File: src/rtl/ipm2l_hsstlp_tx_rate_req_ctrl_v1_4_pkg.sv
// Shared definitions for the TX rate-request controller: rate codes, FSM states,
// timer width and the rate-to-divider mapping.
package ipm2l_hsstlp_tx_rate_req_ctrl_v1_4_pkg;

  localparam int TMR_W = 12;

  localparam logic [1:0] RATE_GEN1 = 2'd0;
  localparam logic [1:0] RATE_GEN2 = 2'd1;

  typedef enum logic [2:0] {
    ST_IDLE,
    ST_READY,
    ST_SETUP,
    ST_PULSE,
    ST_WAIT_START,
    ST_WAIT_DONE,
    ST_ACK
  } state_t;

  typedef struct packed {
    logic       valid;
    logic [2:0] ckdiv;
  } rate_map_t;

  function automatic rate_map_t map_rate(input logic [1:0] rate,
                                         input logic [2:0] gen1_ckdiv,
                                         input logic [2:0] gen2_ckdiv);
    rate_map_t rm;
    rm = '{valid: 1'b0, ckdiv: '0};
    case (rate)
      RATE_GEN1: rm = '{valid: 1'b1, ckdiv: gen1_ckdiv};
      RATE_GEN2: rm = '{valid: 1'b1, ckdiv: gen2_ckdiv};
      default:   rm = '{valid: 1'b0, ckdiv: '0};
    endcase
    return rm;
  endfunction

endpackage

File: src/rtl/ipm2l_hsstlp_rst_tmr_v1_4.sv
// Load/enable up-counter with a terminal-count flag against a caller-supplied value.
module ipm2l_hsstlp_rst_tmr_v1_4
  import ipm2l_hsstlp_tx_rate_req_ctrl_v1_4_pkg::*;
(
  input  logic             clk,
  input  logic             rst_n,
  input  logic             load,
  input  logic             en,
  input  logic [TMR_W-1:0] tc_val,
  output logic             tc
);

  logic [TMR_W-1:0] cnt;

  always_ff @(posedge clk) begin
    if (!rst_n)
      cnt <= '0;
    else if (load)
      cnt <= '0;
    else if (en && cnt != '1)
      cnt <= cnt + 1'b1;
  end

  assign tc = (cnt == tc_val);

endmodule

File: src/rtl/ipm2l_hsstlp_tx_rate_req_ctrl_v1_4.sv
// Maps a PCIe rate request to a TX clock divider, strobes it into the TX lane
// reset FSM, waits for the lane to re-settle and returns a one-cycle ack.
module ipm2l_hsstlp_tx_rate_req_ctrl_v1_4
  import ipm2l_hsstlp_tx_rate_req_ctrl_v1_4_pkg::*;
#(
  parameter int         FREE_CLOCK_FREQ = 100,
  parameter logic [2:0] P_LX_TX_CKDIV   = 3'd0,
  parameter logic [2:0] P_GEN1_CKDIV    = 3'd1,
  parameter logic [2:0] P_GEN2_CKDIV    = 3'd0,
  parameter int         SETUP_CYC       = 4,
  parameter int         PULSE_CYC       = 4,
  parameter int         TIMEOUT_CYC     = 20 * FREE_CLOCK_FREQ
) (
  input  logic       clk,
  input  logic       rst_n,
  input  logic       i_rate_req,
  input  logic [1:0] i_rate,
  input  logic       i_txlane_done,
  input  logic       i_txckdiv_done,
  output logic       o_tx_rate_chng,
  output logic [2:0] o_txckdiv,
  output logic       o_busy,
  output logic       o_rate_ack,
  output logic       o_rate_err,
  output logic [2:0] o_cur_ckdiv
);

  localparam logic [TMR_W-1:0] SETUP_TC   = TMR_W'(SETUP_CYC - 1);
  localparam logic [TMR_W-1:0] PULSE_TC   = TMR_W'(PULSE_CYC - 1);
  // Timeout fires one cycle early: the ack itself is registered in ST_ACK, so the
  // pulse lands exactly TIMEOUT_CYC cycles after the strobe falls.
  localparam logic [TMR_W-1:0] TIMEOUT_TC = TMR_W'(TIMEOUT_CYC - 2);

  state_t           state;
  logic             err_q;
  logic             timeout_q;
  rate_map_t        rm;
  logic             tmr_load;
  logic             tmr_tc;
  logic [TMR_W-1:0] tmr_tc_val;

  always_comb begin
    rm = map_rate(i_rate, P_GEN1_CKDIV, P_GEN2_CKDIV);
  end

  always_comb begin
    tmr_tc_val = TIMEOUT_TC;
    tmr_load   = 1'b0;
    case (state)
      ST_READY: tmr_load = 1'b1;
      ST_SETUP: begin tmr_tc_val = SETUP_TC; tmr_load = tmr_tc; end
      ST_PULSE: begin tmr_tc_val = PULSE_TC; tmr_load = tmr_tc; end
      default:  ;
    endcase
  end

  ipm2l_hsstlp_rst_tmr_v1_4 u_tmr (
    .clk    (clk),
    .rst_n  (rst_n),
    .load   (tmr_load),
    .en     (1'b1),
    .tc_val (tmr_tc_val),
    .tc     (tmr_tc)
  );

  always_ff @(posedge clk) begin
    if (!rst_n) begin
      state          <= ST_IDLE;
      o_tx_rate_chng <= 1'b0;
      o_txckdiv      <= P_LX_TX_CKDIV;
      o_cur_ckdiv    <= P_LX_TX_CKDIV;
      o_busy         <= 1'b1;
      o_rate_ack     <= 1'b0;
      o_rate_err     <= 1'b0;
      err_q          <= 1'b0;
      timeout_q      <= 1'b0;
    end else begin
      o_rate_ack <= 1'b0;
      o_rate_err <= 1'b0;
      case (state)
        ST_IDLE: begin
          if (i_txlane_done) begin
            state  <= ST_READY;
            o_busy <= 1'b0;
          end
        end
        ST_READY: begin
          // Level check: READY is only ever entered with the lane done, so a low
          // level here is the lane re-reset and outranks a request.
          if (!i_txlane_done) begin
            o_cur_ckdiv <= P_LX_TX_CKDIV;
            state       <= ST_IDLE;
            o_busy      <= 1'b1;
          end else if (i_rate_req) begin
            o_busy    <= 1'b1;
            timeout_q <= 1'b0;
            if (!rm.valid) begin
              err_q <= 1'b1;
              state <= ST_ACK;
            end else if (rm.ckdiv == o_cur_ckdiv) begin
              err_q <= 1'b0;
              state <= ST_ACK;
            end else begin
              o_txckdiv <= rm.ckdiv;
              state     <= ST_SETUP;
            end
          end
        end
        ST_SETUP: begin
          if (tmr_tc) begin
            o_tx_rate_chng <= 1'b1;
            state          <= ST_PULSE;
          end
        end
        ST_PULSE: begin
          if (tmr_tc) begin
            o_tx_rate_chng <= 1'b0;
            state          <= ST_WAIT_START;
          end
        end
        ST_WAIT_START: begin
          if (!i_txlane_done) begin
            state <= ST_WAIT_DONE;
          end else if (tmr_tc) begin
            err_q     <= 1'b1;
            timeout_q <= 1'b1;
            state     <= ST_ACK;
          end
        end
        ST_WAIT_DONE: begin
          if (i_txlane_done && i_txckdiv_done) begin
            o_cur_ckdiv <= o_txckdiv;
            err_q       <= 1'b0;
            state       <= ST_ACK;
          end else if (tmr_tc) begin
            err_q     <= 1'b1;
            timeout_q <= 1'b1;
            state     <= ST_ACK;
          end
        end
        ST_ACK: begin
          o_rate_ack <= 1'b1;
          o_rate_err <= err_q;
          if (timeout_q) begin
            state <= ST_IDLE;
          end else begin
            state  <= ST_READY;
            o_busy <= 1'b0;
          end
        end
        default: state <= ST_IDLE;
      endcase
    end
  end

endmodule

File: config.mk
export PLATFORM = sky130hd
export DESIGN_NAME = ipm2l_hsstlp_tx_rate_req_ctrl_v1_4
export DESIGN_NICKNAME = d
export VERILOG_FILES = /design/src/rtl/ipm2l_hsstlp_tx_rate_req_ctrl_v1_4_pkg.sv /design/src/rtl/ipm2l_hsstlp_rst_tmr_v1_4.sv /design/src/rtl/ipm2l_hsstlp_tx_rate_req_ctrl_v1_4.sv
export SDC_FILE = /design/constraint.sdc
export NUM_CORES = 1
export LEC_CHECK = 0
export ABC_AREA = 1
export BUFFER_PORTS_ARGS = -buffer_cell sky130_fd_sc_hd__buf_2
export CORE_ASPECT_RATIO = 1.1
export CORE_MARGIN = 3
export CORE_UTILIZATION = 38
export DETAILED_ROUTE_END_ITERATION = 8
export GPL_TIMING_DRIVEN = 0
export HOLD_SLACK_MARGIN = 0.02
export PLACE_DENSITY_LB_ADDON = 0.2
export SYNTH_ARGS = -nofsm -noshare
export SYNTH_HDL_FRONTEND = slang
export SYNTH_SLANG_ARGS = --single-unit
File: constraint.sdc
create_clock -name clk -period 2 [get_ports clk]
set_input_delay 0 -clock clk [delete_from_list [all_inputs] [get_ports clk]]
set_output_delay 0 -clock clk [all_outputs]
set_load 0.1 [all_outputs]
**Yosys cells after proc, flatten, opt, wreduce, memory -nomap -nowiden**

Index checks and enable logic that the tools add are counted.

- Add/sub/neg operators: 1
- Eq/ne operators: 22
- Multiplexer cells: 41
- Bitwise operators: 2
- Reduce and logical (&&, ||, !) cells: 17

Operator list:

| kind | number |
|---|---|
| 3-bit 2-to-1 mux | 12 |
| 3-bit one-hot mux with 7 select lines | 1 |
| 1-bit 2-to-1 mux | 20 |
| 2-bit != test, second input constant | 10 |
| 5-bit AND reduction | 3 |
| 12-bit by 1-bit adder with 12-bit output, second input constant | 1 |
| 12-bit by 11-bit equality test with 1-bit output | 1 |
| 12-bit != test, second input constant | 1 |
| 11-bit 2-to-1 mux | 1 |
| 3-bit equality test, second input constant | 3 |
| 1-bit one-hot mux with 3 select lines | 3 |
| 4-bit one-hot mux with 2 select lines | 1 |
| 4-bit AND reduction | 2 |
| 3-bit by 2-bit equality test with 1-bit output, second input constant | 2 |
| 3-bit != test, second input constant | 2 |
| 3-bit one-hot mux with 2 select lines | 1 |
| 3-bit AND reduction | 2 |
| 3-bit nonzero test | 2 |
| 1-bit one-hot mux with 2 select lines | 2 |
| 2-bit nonzero test | 2 |
| 2-bit OR reduction | 2 |
| 3-bit by 1-bit equality test with 1-bit output, second input constant | 1 |
| 3-bit equality test | 1 |
| 3-bit zero test | 1 |
| other kinds (5) | 6 |

- Register bits: 27
- Input port bits: 7
- Output and inout bits: 10
- Word-level logic and storage cells: 93

**Depth between registers and ports, before layout**

Gate-level depths: netlist (run 1).

- Word-level depth: 8
- Depth in mapped cells: 11
- Gate-level depth less buffers: 11

**Modules after synthesis**

From an unflattened synthesis (run 1), not the netlist that was laid out.

- Cell total of the unflattened synthesis: 251
- Area, all modules: 1,682.9 um^2

By module, submodules not included:

| module | times used | cells each | area an instance (um^2) | sequential area each (um^2) |
|---|---|---|---|---|
| ipm2l_hsstlp_rst_tmr_v1_4 | 1 | 127 | 859.6 | 240.2 |
| ipm2l_hsstlp_tx_rate_req_ctrl_v1_4 | 1 | 124 | 823.3 | 220.2 |

**Worst setup path after synthesis (run 1)**

OpenSTA, ideal clock, no wires.

- Kind: register to register
- Start point: register o_cur_ckdiv[0]
- End point: register err_q
- Setup time: 121 ps
- Data arrival time: 1,868 ps
- Data required time: 1,879 ps
- Setup slack: 11 ps
- Cell stages (with the launch flop): 9
- Buffers on the path: 0
- Period minus slack after synthesis: 1,989 ps
- Cells stage by stage: dfxtp_1 inv_1 or2_2 nand3b_1 nor2_1 nor2_1 nand2_1 a31oi_1 a21oi_1

- Word-level cells in the longest chain between the ends: 3

Ends and longest elaborated chain:

| element | line | RTL |
|---|---|---|
| start, declared | ipm2l_hsstlp_tx_rate_req_ctrl_v1_4.sv:25 | `output logic [2:0] o_cur_ckdiv` |
| start signal, assigned | ipm2l_hsstlp_tx_rate_req_ctrl_v1_4.sv:132 | `o_cur_ckdiv <= o_txckdiv;` |
| 3-bit equality test | ipm2l_hsstlp_tx_rate_req_ctrl_v1_4.sv:100 | `end else if (rm.ckdiv == o_cur_ckdiv) begin` |
| 3-bit != test (no line) | n/a |  |
| 5-bit AND reduction (no line) | n/a |  |
| end signal, assigned | ipm2l_hsstlp_tx_rate_req_ctrl_v1_4.sv:98 | `err_q <= 1'b1;` |
| end signal, assigned | ipm2l_hsstlp_tx_rate_req_ctrl_v1_4.sv:101 | `err_q <= 1'b0;` |
| end signal, assigned | ipm2l_hsstlp_tx_rate_req_ctrl_v1_4.sv:125 | `err_q <= 1'b1;` |
| end, declared | ipm2l_hsstlp_tx_rate_req_ctrl_v1_4.sv:35 | `logic err_q;` |

Every way passes these cells.
A chain may end at the register's enable or synchronous reset.

**Final worst setup path (run 1)**

- Start point: register u_tmr.cnt[1]
- End point: register u_tmr.cnt[4]

- Word-level cells in the longest chain between the ends: 3
- Elaborated cells on any way between the ends: 5
- Those cells by class: 1 x add/sub; 2 x eq/ne; 1 x mux; 1 x reduce/logical

Ends and longest elaborated chain:

| element | line | RTL |
|---|---|---|
| start, declared | ipm2l_hsstlp_rst_tmr_v1_4.sv:13 | `logic [TMR_W-1:0] cnt;` |
| start signal, assigned | ipm2l_hsstlp_rst_tmr_v1_4.sv:21 | `cnt <= cnt + 1'b1;` |
| parallel branches: the longest is 3 deep, another holds 12-bit by 1-bit adder with 12-bit output | n/a |  |

Parallel ways; which one is timed is not known.

==> metrics, run 1 <==
Mapped Cells=186; Clock Sinks=23; largest area contributor in the netlist=dfxtp_1; CP Capture Type=register; GRT Max-Usage Layer=met2; post-CTS setup repair buffer count=0; minimum clock period=1.64 ns; Hold Path Class=in2reg; WL/cell=11.1 um; I/O pins=17; # diodes=0; CTS tree=yes; Die H=around 69 um; vias per inst=4.95; Place WS=0.379 ns; post-route setup slack=0.357 ns; most frequent cells in the layout=30 x nand2_1, 23 x dfxtp_1, 21 x inv_1, 21 x nor2_1, 13 x a21oi_1; status=finished clean; via count=1271; Placer Congestion=approximately 0.83; fraction of layout cells with a size suffix above 1=23.0%; DRC violations left=0; number of max-cap violations=0; initial antenna violation count=0; Max H-tree Level=1; commonest non-fill, non-tap cell in the layout=nand2_1; Synth top area share=33.9%; final setup vio count=0; unrepaired setup endpoints after global routing=no; number of routed nets with antenna violations=0; core area=between 0.003 and 0.004 mm^2; vias in the first global route=1134; nets@finish=218; total power=0.00144 W; Synth area leaders=dfxtp_1 34%, nand2_1 8.3%, inv_1 5.8%; Syn-to-layout area delta=14.6%; Synth Warn #=0; worst-skew pair later-pin latency=0.31 ns; CTS resizes=0; Congestion Overflow GR=0; Yosys reg bits=23; Synth cell types=35; final hold violations=0; CP Class=reg2reg; WL final=2860 um; Leakage=approximately 0.62 nW; TritonRoute pass-1 iters=4; fin crit share=82.2%; CP Data Required Time=roughly 2.3 ns; Initial Util=40.1%; first-pass GRT wire length=4850 um; met2 usage=26.5%; Slew Limit Fails=0; Worst VDD drop=about 0.00038 V; Crit Path Max Fanout=10; CTS buffer count=3; Cell Area, Placed=0.00149 mm^2; M1 GR Usage=15.9%; Critical Path AT=1.91 ns; GRT Overall Usage=14.3%; die area=0.00433 mm^2; PortBufs=12; largest net degree at the start of global routing=14; launching element type of the critical path=register; Final Cell Area=0.00156 mm^2; Syn Std Cell Area=approximately 0.0014 mm^2; Clock Tree Buf Depth=2; Worst-path clk slew=0.13 ns; drt first-iter violations=82; Pwr per Cell Area=925 mW/mm^2; syn_area_per_cell=7.31 um^2; FP Rows=22; M3 GR Usage=2.92%; Root Driver=clkbuf_4; FMAX=approximately 610 MHz; Final Skew=0.00725 ns; register area share after synthesis=33.9%; DIE WIDTH=between 60 and 70 um; half-perimeter wire length after placement=2230 um; setup TNS=0 ns
## final timing paths
check / start / to / slack (ns) / cells after the start
setup / recovery: u_tmr.cnt[1] / u_tmr.cnt[4] / 0.36 / 9
hold / removal: i_txckdiv_done / err_q / 0.1 / 4
setup reg to reg: u_tmr.cnt[1] / u_tmr.cnt[4] / 0.36 / 9
hold reg to reg: o_tx_rate_chng / o_tx_rate_chng / 0.48 / 2
## where the power goes
| part | leakage [nW] | switching (W) | internal (W) | total, W |
|---|---|---|---|---|
| combinational | 0.419 | 0.000450 | 0.000199 | 0.000649 |
| sequential | 0.187 | 0.0000586 | 0.000517 | 0.000576 |
| clock | 0.0177 | 0.000141 | 0.0000748 | 0.000216 |
## Yosys cell counts, drive strengths merged
| master | instances |
|---|---|
| a211oi | 3 |
| o21ai | 12 |
| or2 | 4 |
| nand3b | 1 |
| o211ai | 1 |
| a31oi | 6 |
| xnor2 | 2 |
| nand4 | 6 |
| inv | 23 |
| buf | 6 |
| nand3 | 12 |
| xor2 | 2 |
| and3 | 1 |
| conb | 1 |
| nand2 | 37 |
| nor2 | 23 |
| ha | 1 |
| dfxtp | 23 |
| a21oi | 15 |
| o31ai | 1 |
| nor3 | 6 |
## area by class of cell
class / count / area [um^2]
multi-input combinational: 137 / 771
inverter: 23 / 86.3
timing repair buffer: 16 / 100
sequential: 23 / 460
clock buffer: 3 / 22.5
tap: 48 / 60.1
buffer: 6 / 52.6
clock inverter: 1 / 5.00
fill: 360 / 1830
## per-stage QoR
| stage | hold slack [ns] | std cells | util (%) |
|---|---|---|---|
| floorplan | 0.0900 | 189 | - |
| global placement | 0.211 | 249 | 44.0 |
| detailed placement | 0.222 | 249 | 44.0 |
| CTS | 0.0930 | 257 | 46.0 |
| global route | 0.136 | 257 | 46.0 |
| finish | 0.0993 | 257 | 46.0 |
## what timing repair did
| action | in CTS | in global routing |
|---|---|---|
| endpoints found under the hold margin | 6 | 0 |
| hold buffers | 4 | 0 |
| setup endpoints to repair | 0 | 0 |
## registers in the layout (all words and copies together) (netlist names)
register,cells
o_rate_ack,1
o_rate_err,1
o_tx_rate_chng,1
timeout_q,1
o_txckdiv,1
o_cur_ckdiv,1
state,3
err_q,1
o_busy,1
u_tmr.cnt,12
## critical path, stage by stage, from the launching register on
cell and delay [ns]:
dfxtp_1 0.39, ha_1 0.21, and3_4 0.21, nand3_2 0.11
nor3_4 0.20, nand2_2 0.09, buf_6 0.16, nand3_1 0.06
o21ai_1 0.07, nor2_2 0.07
## per-layer routing
layer	vias up	part of all wire (%)
met5	-	0
met4	0	1.4
met3	5	3.9
met2	19	49
met1	587	45
li1	660	-
## cell families (layout without fill, tap and decap cells)
logic type / after synthesis / in the layout / share of synthesized area (%)
compound gates: 38 / 38 / 18.0
xor+xnor: 4 / 4 / 2.58
fa+ha+maj: 1 / 1 / 0.921
buf+inv: 29 / 49 / 10.2
flops: 23 / 23 / 33.9
other cells: 1 / 4 / 0.276
simple gates: 90 / 90 / 34.1
(Power assumes the default switching activity.)
==> run 2: changes to the inputs <==
Clock period 2 ns to 1.4 ns, I/O delays scaled along.
==> run 2 against run 1 <==
Worst hold slack worse by 0.012 ns. Clock skew down 0.0055 ns. Sequential share of layout area down 3.1 points. The flow now finishes with violations (setup timing). Total power up 66%. Largest power group unchanged. Sequential power up 51%. Worst setup slack worse by 0.38 ns. Clock-buffer cell count unchanged. Critical path type unchanged. Cell area up 18%. Global-route usage up 2.0 points.
==> metrics, run 2 (synthesis gave the netlist of run 1 again) <==
Clock Sinks=23; CP Data Required Time=roughly 1.6 ns; WL final=3270 um; # diodes=0; number of routed nets with antenna violations=0; Max H-tree Level=1; R2R depth=8; launching element type of the critical path=register; vias in the first global route=1315; PortBufs=12; CTS tree=yes; hold path cells=6; largest net degree at the start of global routing=14; Syn-to-layout area delta=35.2%; Slowest Stage Delay on Critical Path=0.38 ns; initial antenna violation count=0; vias per inst=4.93; GRT Overall Usage=about 16%; FP Rows=22; core area=approximately 0.0034 mm^2; commonest non-fill, non-tap cell in the layout=nand2_1; Leakage=0.722 nW; via count=about 1300; final hold violations=0; Crit Path Max Fanout=3; nets@finish=233; first-pass GRT wire length=5550 um; number of max-cap violations=0; worst-skew pair later-pin latency=0.33 ns; CTS buffer count=3; fraction of layout cells with a size suffix above 1=44.2%; FMAX=around 700 MHz; Hold Path Class=in2reg; r2r setup slk=-0.02 ns; minimum clock period=1.42 ns; die area=about 0.0043 mm^2; Internal=about 0.0013 W; half-perimeter wire length after placement=2320 um; Final Skew=0.00176 ns; DRC violations left=0; Critical Path AT=1.66 ns; Seq pwr share=36.5%; Largest regs=u_tmr.cnt (12), state (3); Pwr per Cell Area=1300 mW/mm^2; final setup vio count=6; CP max-delay cell=dfxtp_4; crit path cell chain=ha_4 -> and3_4 -> nand3_4 -> nor3_4 -> nand2_2 -> buf_4 -> xor2_1 -> nor2_1; Clock Tree Buf Depth=2; drt first-iter violations=56; fin crit share=102%; TritonRoute pass-1 iters=4; WL/cell=roughly 12 um; Congestion Overflow GR=0; Worst VDD drop=roughly 0.00044 V; DIE WIDTH=approximately 63 um; Clk pwr share=between 10 and 15%; Initial Util=40.1%; Root Driver=clkbuf_4; max reg flops=12; setup TNS=-0.0657 ns; violated checks=setup timing; combinational share of power=between 40% and 50%; Placer Congestion=0.837; Die H=68.7 um; Switch Pwr=between 0.001 and 0.0015 W; Sw Ratio=44.8%; post-route setup slack=-0.0249 ns; Largest Register=u_tmr.cnt; I/O pins=17; most frequent cells in the layout=28 x nand2_1, 19 x buf_4, 18 x inv_1; Slew Limit Fails=0; CP Capture Type=register; unrepaired setup endpoints after global routing=yes; status=finished, violations left; Finished Core Util=54.2%; Worst-path clk slew=0.13 ns; CP Class=reg2reg
-- run 2: cell count changes in the layout (fill, tap and decap cells not counted), moves of 5 or more --
cell | previous run | this run
nor2_1 | 21 | 15
dfxtp_2 | 0 | 6
buf_4 | 4 | 19
nand3_1 | 8 | 2
dfxtp_4 | 0 | 5
dfxtp_1 | 23 | 12
-- run 2: timing repair --
action	in CTS	in global routing
hold endpoints to repair	6	0
resized for setup	16	29
endpoints found under the setup margin	21	21
pin swaps	4	11
gates cloned	1	0
hold buffers	4	0
setup buffers	9	5
-- run 2: path summary, 6_finish.rpt --
path                        from        endpoint
hold reg to reg   o_tx_rate_chng  o_tx_rate_chng
hold / removal    i_txckdiv_done        state[0]
setup / recovery    u_tmr.cnt[1]    u_tmr.cnt[0]
setup reg to reg    u_tmr.cnt[1]    u_tmr.cnt[0]
-- run 2: layout make-up --
cell class	instances	area, um^2
tap	48	60.1
multi-input combinational	137	907
clock buffer	3	22.5
sequential	23	487
inverter	23	86.3
buffer	6	56.3
clock inverter	1	5.00
timing repair buffer	31	213
fill	323	1550
-- run 2: power groups by stage --
| stage | clock, W | sequential (W) | combinational, W |
|---|---|---|---|
| final | 0.000328 | 0.000872 | 0.00119 |
| after global routing | 0.000371 | 0.000887 | 0.00131 |
| after CTS | 0.000335 | 0.000851 | 0.00102 |
| after detailed placement | 0 | 0.000860 | 0.000931 |
| after global placement | 0 | 0.000858 | 0.000918 |
| after floorplan | 0 | 0.000989 | 0.000640 |
-- run 2: stage by stage --
stage | total power [W] | cell area [um^2] | hold slack (ns) | setup WS [ns] | std cells
after global placement | 0.00178 | 1520 | 0.213 | -0.111 | 249
after detailed placement | 0.00179 | 1520 | 0.225 | -0.129 | 249
after floorplan | 0.00163 | 1400 | 0.0900 | -0.0586 | 189
after global routing | 0.00257 | 1840 | 0.116 | -0.140 | 272
final | 0.00239 | 1840 | 0.0873 | -0.0249 | 272
after CTS | 0.00221 | 1700 | 0.0919 | -0.0587 | 267
-- run 2: critical path: cells and delay by family (launching register included) --
| kind | cells | cell delay (ns) |
|---|---|---|
| buffers and inverters | 1 | 0.15 |
| AND/OR/NAND/NOR | 5 | 0.56 |
| adder cells (fa/ha/maj) | 1 | 0.13 |
| flip-flops | 1 | 0.38 |
| XOR/XNOR | 1 | 0.12 |
-- run 2: layer usage --
layer | GRT usage, % | share of wire (%) | vias up
met3 | 3.73 | 4.1 | 9
met2 | 32.1 | 53 | 21
met1 | 16.0 | 40 | 617
met5 | 0 | 0 | -
met4 | 8.82 | 2.3 | 0
li1 | - | - | 693
